[config.mk]
export PLATFORM = sky130hd
export DESIGN_NAME = io_bank
export DESIGN_NICKNAME = d
export VERILOG_FILES = /design/src/rtl/io_bank.sv
export SDC_FILE = /design/constraint.sdc
export NUM_CORES = 1
export LEC_CHECK = 0
export ABC_AREA = 1
export CELL_PAD_IN_SITES_DETAIL_PLACEMENT = 0
export CELL_PAD_IN_SITES_GLOBAL_PLACEMENT = 1
export CORE_ASPECT_RATIO = 0.7
export CORE_MARGIN = 1
export CORE_UTILIZATION = 40
export DETAILED_ROUTE_END_ITERATION = 6
export GPL_TIMING_DRIVEN = 0
export PLACE_DENSITY = 0.81
export SETUP_SLACK_MARGIN = 0.5
export SLEW_MARGIN = 10
export SYNTH_ARGS = -nofsm -noshare
export SYNTH_HDL_FRONTEND = slang
export SYNTH_SLANG_ARGS = --single-unit
[constraint.sdc]
create_clock -name clk -period 2.7 [get_ports clk]
set_clock_uncertainty 0.15 [all_clocks]
set_input_delay 0.405 -clock clk [delete_from_list [all_inputs] [get_ports clk]]
set_output_delay 0.405 -clock clk [all_outputs]
set_load 0.005 [all_outputs]
[src/rtl/io_bank.sv]
// io_bank: NPORTS synchronised, strobe-captured input ports and NPORTS latched output ports.
// Latency: in_stb rise at edge k -> port_ready after edge k+2; writes land at the next edge.
// Backpressure: none; port_ready/port_ovr report unread data and overruns. IO_BANK_IRQ_EN adds irq.
module io_bank #(
  parameter int DATA_W = 8,
  parameter int NPORTS = 4,
  parameter int SEL_W  = 2
) (
  input  logic                     clk,
  input  logic                     reset,
  input  logic                     we,
  input  logic                     re,
  input  logic [SEL_W-1:0]         sel_port,
  input  logic [DATA_W-1:0]        in_RD2,
  input  logic [NPORTS*DATA_W-1:0] in_ports,
  input  logic [NPORTS-1:0]        in_stb,
  output logic [NPORTS*DATA_W-1:0] out_ports,
  output logic [NPORTS-1:0]        out_wstb,
  output logic [DATA_W-1:0]        data_in_from_port,
  output logic [NPORTS-1:0]        port_ready,
`ifdef IO_BANK_IRQ_EN
  input  logic [NPORTS-1:0]        irq_mask,
  output logic                     irq,
`endif
  output logic [NPORTS-1:0]        port_ovr
);

  logic [NPORTS-1:0][DATA_W-1:0] s1_dat, s2_dat, hold, out_reg;
  logic [NPORTS-1:0]             s1_stb, s2_stb, s3_stb;
  logic [NPORTS-1:0]             cap, ack, wsel;

  assign cap       = s2_stb & ~s3_stb;
  assign out_ports = out_reg;

  // Port decode; indices >= NPORTS never match, so they read 0 and write nothing.
  always_comb begin
    ack               = '0;
    wsel              = '0;
    data_in_from_port = '0;
    for (int i = 0; i < NPORTS; i++) begin
      ack[i]  = re && (sel_port == SEL_W'(i));
      wsel[i] = we && (sel_port == SEL_W'(i));
      if (sel_port == SEL_W'(i))
        data_in_from_port = hold[i];
    end
  end

  always_ff @(posedge clk) begin
    if (reset) begin
      s1_dat     <= '0;
      s2_dat     <= '0;
      s1_stb     <= '0;
      s2_stb     <= '0;
      s3_stb     <= '0;
      hold       <= '0;
      out_reg    <= '0;
      out_wstb   <= '0;
      port_ready <= '0;
      port_ovr   <= '0;
    end else begin
      s1_dat   <= in_ports;
      s2_dat   <= s1_dat;
      s1_stb   <= in_stb;
      s2_stb   <= s1_stb;
      s3_stb   <= s2_stb;
      out_wstb <= wsel;
      for (int i = 0; i < NPORTS; i++) begin
        if (wsel[i])
          out_reg[i] <= in_RD2;
        // A capture coinciding with a read consumes the old data, so it is not an overrun.
        if (cap[i]) begin
          hold[i]       <= s2_dat[i];
          port_ready[i] <= 1'b1;
          port_ovr[i]   <= ack[i] ? 1'b0 : (port_ovr[i] | port_ready[i]);
        end else if (ack[i]) begin
          port_ready[i] <= 1'b0;
          port_ovr[i]   <= 1'b0;
        end
      end
    end
  end

`ifdef IO_BANK_IRQ_EN
  always_ff @(posedge clk) begin
    if (reset)
      irq <= 1'b0;
    else
      irq <= |(port_ready & irq_mask);
  end
`endif

endmodule

==> results of run 1 <==
==> synth_stat cells <==
library cell | count | area, µm²
dfxtp_1 | 152 | 3040
nand2_1 | 74 | 278
nand3_4 | 3 | 52.6
a21oi_1 | 12 | 60.1
nor2_1 | 200 | 751
buf_6 | 4 | 45.0
o21ai_0 | 35 | 175
buf_4 | 2 | 15.0
nand3_1 | 43 | 215
inv_1 | 119 | 447
clkbuf_1 | 11 | 41.3
buf_2 | 10 | 50.1
nor2_2 | 1 | 6.26
nand2_2 | 2 | 12.5
clkinv_1 | 1 | 3.75
inv_2 | 3 | 11.3
nand4_1 | 8 | 50.1
==> area by class of cell <==
class	instances	area, µm²
Fill cell	1140	5540
Clock inverter	9	115
Buffer	27	163
Timing Repair Buffer	103	1020
Clock buffer	23	478
Tap cell	162	203
Multi-Input combinational cell	378	1610
Inverter	123	462
Sequential cell	152	3040
==> through the flow <==
step	hold WS, ns	std cells
after floorplan	0.238	680
after global placement	0.241	943
after detailed placement	0.244	943
after CTS	0.251	977
after global routing	0.266	977
final	0.250	977
==> cell families (layout without fill, tap and decap cells) <==
| family | after synthesis | in the layout | synth area share |
|---|---|---|---|
| and+or+nand+nor | 331 | 331 | 0.260 |
| DFF | 152 | 152 | 0.579 |
| buffers and inverters | 150 | 285 | 0.117 |
| AOI/OAI and AO/OA | 47 | 47 | 0.0448 |
==> cells in the final DEF, fill, tap and decap left out <==
cell / count
inv_6: 2
dfxtp_1: 152
bufinv_16: 2
dlymetal6s2s_1: 2
nand2_2: 2
clkbuf_16: 17
clkinv_2: 1
clkinvlp_4: 2
nand3_4: 3
nand2_1: 74
inv_1: 119
nand3_1: 43
buf_4: 7
nor2_1: 200
o21ai_0: 35
clkinv_4: 2
clkinv_1: 1
nor2_4: 1
clkbuf_8: 3
clkbuf_1: 14
dlygate4sd2_1: 1
inv_2: 3
nand4_1: 8
clkdlybuf4s50_1: 96
clkbuf_4: 1
buf_6: 5
buf_2: 7
a21oi_1: 12
==> per-layer routing <==
layer,wire length (µm),up-vias
met5,0,-
met4,150,0
met3,655,15
met2,5230,98
met1,6480,1929
li1,-,2268
==> where the power goes <==
| group | switching, mW | internal, mW |
|---|---|---|
| combinational | 0.221 | 0.211 |
| clock | 0.899 | 1.44 |
| sequential | 0.0486 | 2.35 |
==> worst min-delay path by stage <==
stage               start         end  slack (ns)  cells past startpoint
2_1_floorplan   s1_dat[0]   s2_dat[0]        0.24                      2
5_1_grt        s1_dat[26]  s2_dat[26]        0.27                      2
6_report       s1_dat[29]  s2_dat[29]        0.25                      2
3_3_place_gp   s1_dat[15]  s2_dat[15]        0.24                      2
4_1_cts        s1_dat[29]  s2_dat[29]        0.25                      2
3_5_place_dp   s1_dat[29]  s2_dat[29]        0.24                      2
==> critical path, stage by stage <==
cell             delay [ns]
clkbuf_4               0.16
buf_6                  0.11
buf_4                  0.17
nand3_1                0.10
nand4_1                0.12
clkdlybuf4s50_1        0.52
==> flip-flops by register name, summed over array words and instances (netlist names) <==
signal and cells:
s3_stb 4, s2_dat 32, port_ovr 4, out_wstb 4, port_ready 4, hold 32, s1_stb 4, out_ports 32
s2_stb 4, s1_dat 32
==> repair_timing <==
item | 4_1_cts | 5_1_grt
pin swaps | 2 | 2
setup endpoints to repair | 8 | 7
buffers inserted | 2 | 0
gates resized for setup | 16 | 4
==> results by group, run 1 <==
Placement
  • Detailed placement HPWL: 9440 µm
  • Placer congestion estimate: approximately 0.85
  • Input/output buffers: between 100 and 150
  • Pre-CTS setup slack: -0.163 ns
  • Placed Area: approximately 6500 µm²

Floorplan
  • Die Y: 97.9 µm
  • Die area: roughly 14000 µm²
  • Die span in x: ~140 µm
  • Rows: 34
  • Core Region: about 13000 µm²
  • I/O pin count: 102
  • Starting Density: 0.416

STA
  • Finish-stage setup viols: 0
  • Fin worst setup slack: between 0.5 and 0.6 ns
  • Tcrit/Tclk final: 0.794
  • Fin. Hold Viols: 0
  • Fmax: between 0.4 and 0.5 GHz
  • Tmin final: between 2 and 2.5 ns
  • RSZ-0062 raised after global routing: false
  • Pins Over Slew Limit: 0
  • Setup_tns: 0 ns
  • Slew @ Worst Pin: 0.659 ns
  • Worst relative slew slack: 0.561

Detailed routing
  • Final ANT Viol Nets: 0
  • Vias: 4310
  • Final Routed Wirelength: roughly 13000 µm
  • Wire length per cell: about 13 µm
  • Pre-antenna DRT Iters: 7
  • DR iter-0 viols: 253
  • DRC: 6
  • Vias per std cell: roughly 4.4

Logic synthesis
  • Synth unique cells: 17
  • Flops & latches, synth: approximately 150
  • Synth Warn #: 0
  • Netlist Area Pre-Place: 5260 µm²
  • Synth Net Count: 730
  • Avg Inst Size Synth: ~7.7 µm²
  • Gate Count Post-Synth: approximately 700
  • Seq/Total Area, Yosys: 0.579

Flow run
  • Max Cap Viol: 0

Clocking
  • CTS root buf: clkbuf_16
  • Clk pin slew, worst setup/hold paths: 0.06 ns
  • Bufs on Longest Clock Path: 2
  • Htree depth: 4
  • CTS buffer count: 17
  • Clock Latency Late Sink: around 0.41 ns
  • TritonCTS clock tree: yes
  • Clock sink total: around 150
  • CTS hold repair buffers: 0

Outcome
  • Failing checks: DRC
  • Status: complete, but fails checks

Setup path
  • Critical Path RT: roughly 2.1 ns
  • Crit path kind: in2out
  • Startpoint types: input pin
  • Max FO, Critical Path: 9
  • Worst Path Arrival: 1.59 ns
  • Capture point of the worst path: data_in_from_port[7]
  • Reg2reg setup slack: approximately 1.4 ns
  • Worst R2R Start: s3_stb[2]
  • CP Launch Point: sel_port[0]
  • Critical Path End Type: output pin
  • RR Endpoint: hold[23]
  • R2R depth: 5

Power
  • Maximum vdd drop: roughly 0.00054 V
  • Leak: about 3.2 nW
  • Cell Pwr Density: between 700 and 800 nW/µm²
  • Tot Pwr: 5.17 mW

Finish
  • Final Core Density: 0.561
  • Final nets: around 850
  • # diodes: 0
  • Syn-to-layout area delta: 34.9%
  • Post-route cell area: roughly 7100 µm²
  • Layout cells sized above 1: 0.0712

GRT
  • Total Routing Usage GR: 0.193
  • First-pass GRT wire length: 20200 µm
  • Vias in the first global route: 4091
  • Largest net degree at the start of global routing: 17
  • Top Usage Layer GRT: met2
  • GRT overflow: 0
  • Met1 usage: 0.274
  • M3 GR Usage: 0.0427
  • Initial antenna violation count: 0
  • Met2 usage: 0.285

Hold path
  • HP Class: reg2reg
No activity file was read; power rests on OpenSTA's default activity.
==> run 2, diff against run 1 <==
Settings changed: CORE_UTILIZATION 40 to 33, PLACE_DENSITY 0.81 to 0.71.
Clock period 2.7 ns to 1.9 ns, I/O delays scaled along.
==> results by group, run 2 (synthesized netlist as in run 1, its figures left out) <==
STA
  • Pins Over Slew Limit: 0
  • Fmax: 0.636 GHz
  • Slew @ Worst Pin: approximately 0.52 ns
  • Worst relative slew slack: 0.650
  • Setup_tns: 0 ns
  • RSZ-0062 raised after global routing: true
  • Finish-stage setup viols: 0
  • Tmin final: 1.57 ns
  • Fin worst setup slack: around 0.33 ns
  • Fin. Hold Viols: 0
  • Tcrit/Tclk final: 0.827

Detailed routing
  • Vias per std cell: around 4.3
  • Final Routed Wirelength: around 13000 µm
  • Wire length per cell: between 10 and 15 µm
  • DRC: 0
  • Pre-antenna DRT Iters: 4
  • DR iter-0 viols: roughly 160
  • Vias: about 4400
  • Final ANT Viol Nets: 0

Placement
  • Detailed placement HPWL: 9540 µm
  • Pre-CTS setup slack: -0.782 ns
  • Input/output buffers: approximately 100
  • Cell count after placement: ~1000
  • Placer congestion estimate: approximately 0.86

Power
  • Leak: around 3.4 nW
  • Cell Pwr Density: 1050 nW/µm²
  • Maximum vdd drop: about 0.00055 V

Clocking
  • Clock sink total: between 150 and 200
  • CTS root buf: clkbuf_16
  • CTS buffer count: 17
  • TritonCTS clock tree: yes
  • Clock Latency Late Sink: between 0.4 and 0.5 ns
  • Clk pin slew, worst setup/hold paths: around 0.060 ns
  • Bufs on Longest Clock Path: 2
  • Htree depth: 4

Setup path
  • Crit path kind: in2out
  • Startpoint types: input pin
  • CP most frequent cell: buf_4
  • Critical Path RT: approximately 1.5 ns
  • Critical Path End Type: output pin
  • CP peak stage delay: 0.17 ns
  • Worst Path Arrival: about 1.1 ns
  • Max FO, Critical Path: 10
  • Slowest-stage cell, CP: buf_4
  • CP cell instances: buf_4, buf_6, buf_4, nand3_2, nand4_1, buf_2

Floorplan
  • Die Y: approximately 110 µm
  • Starting Density: 0.338
  • I/O pin count: 102
  • Die area: 16400 µm²
  • Core Region: between 15000 and 20000 µm²
  • Die span in x: roughly 150 µm
  • Rows: 38

Finish
  • Most common library cell in the layout ignoring fill and taps: nor2_1
  • Area occupied by multi-input gates: 1660 µm²
  • # diodes: 0
  • Layout cells sized above 1: 0.242
  • Reg area: roughly 3100 µm²
  • Most frequent cells in the layout: nor2_1, inv_1, dfxtp_1
  • Syn-to-layout area delta: 35.9%
  • Final nets: 860
  • Fill cells: 1562
  • Final Instance Count excl. Fillers: ~1000

Hold path
  • HP Class: in2reg

GRT
  • Initial antenna violation count: 0
  • Vias in the first global route: roughly 4100
  • First-pass GRT wire length: between 20000 and 25000 µm
  • Total Routing Usage GR: 0.163
  • GRT overflow: 0
  • Largest net degree at the start of global routing: 17

Outcome
  • Status: complete, no violations

Flow run
  • Max Cap Viol: 0
[run 2: power by group]
part | internal, mW | total [mW] | switching [mW]
Clock | 2.21 | 3.49 | 1.28
Combinational | 0.271 | 0.600 | 0.329
Sequential | 3.35 | 3.41 | 0.0629
Total | 5.84 | 7.51 | 1.67
[run 2: final timing paths]
kind | startpoint | to | slack (ns) | cells after the start
max | sel_port[1] | data_in_from_port[0] | 0.33 | 6
min | sel_port[0] | out_ports[10] | 0.16 | 5
max reg2reg | s3_stb[3] | hold[31] | 0.67 | 5
min reg2reg | s1_dat[7] | s2_dat[7] | 0.25 | 2
[run 2: metal layers]
metal,share of wire,global-route usage
met5,0,0
met4,0.0098,0.0512
met3,0.053,0.0604
met2,0.42,0.245
met1,0.51,0.215
[run 2: repair_timing]
action | 4_1_cts | 5_1_grt
hold buffers | 0 | 0
resized for setup | 226 | 53
setup endpoints to repair | 158 | 85
setup buffers | 9 | 1
pin swaps | 9 | 3
[run 2: area by class of cell]
class,instances,area share
Multi-Input combinational cell,378,0.233
Inverter,123,0.0648
Timing Repair Buffer,111,0.120
Clock buffer,18,0.0615
Buffer,27,0.0245
Clock inverter,13,0.0251
Tap cell,200,0.0350
Sequential cell,152,0.436
[run 2: worst max-delay path, delay by kind of cell]
kind / cells / cell delay, ns
AND/OR/NAND/NOR: 2 / 0.25
buffers and inverters: 4 / 0.60
[run 2: through the flow]
stage	util	instance area (µm²)	total power, mW	hold slack, ns
detailed placement	0.419	6520	4.09	0.242
global route	0.459	7140	7.81	0.164
floorplan	-	5260	3.75	0.238
finish	0.459	7140	7.51	0.160
global placement	0.419	6520	4.07	0.243
CTS	0.468	7280	7.59	0.149
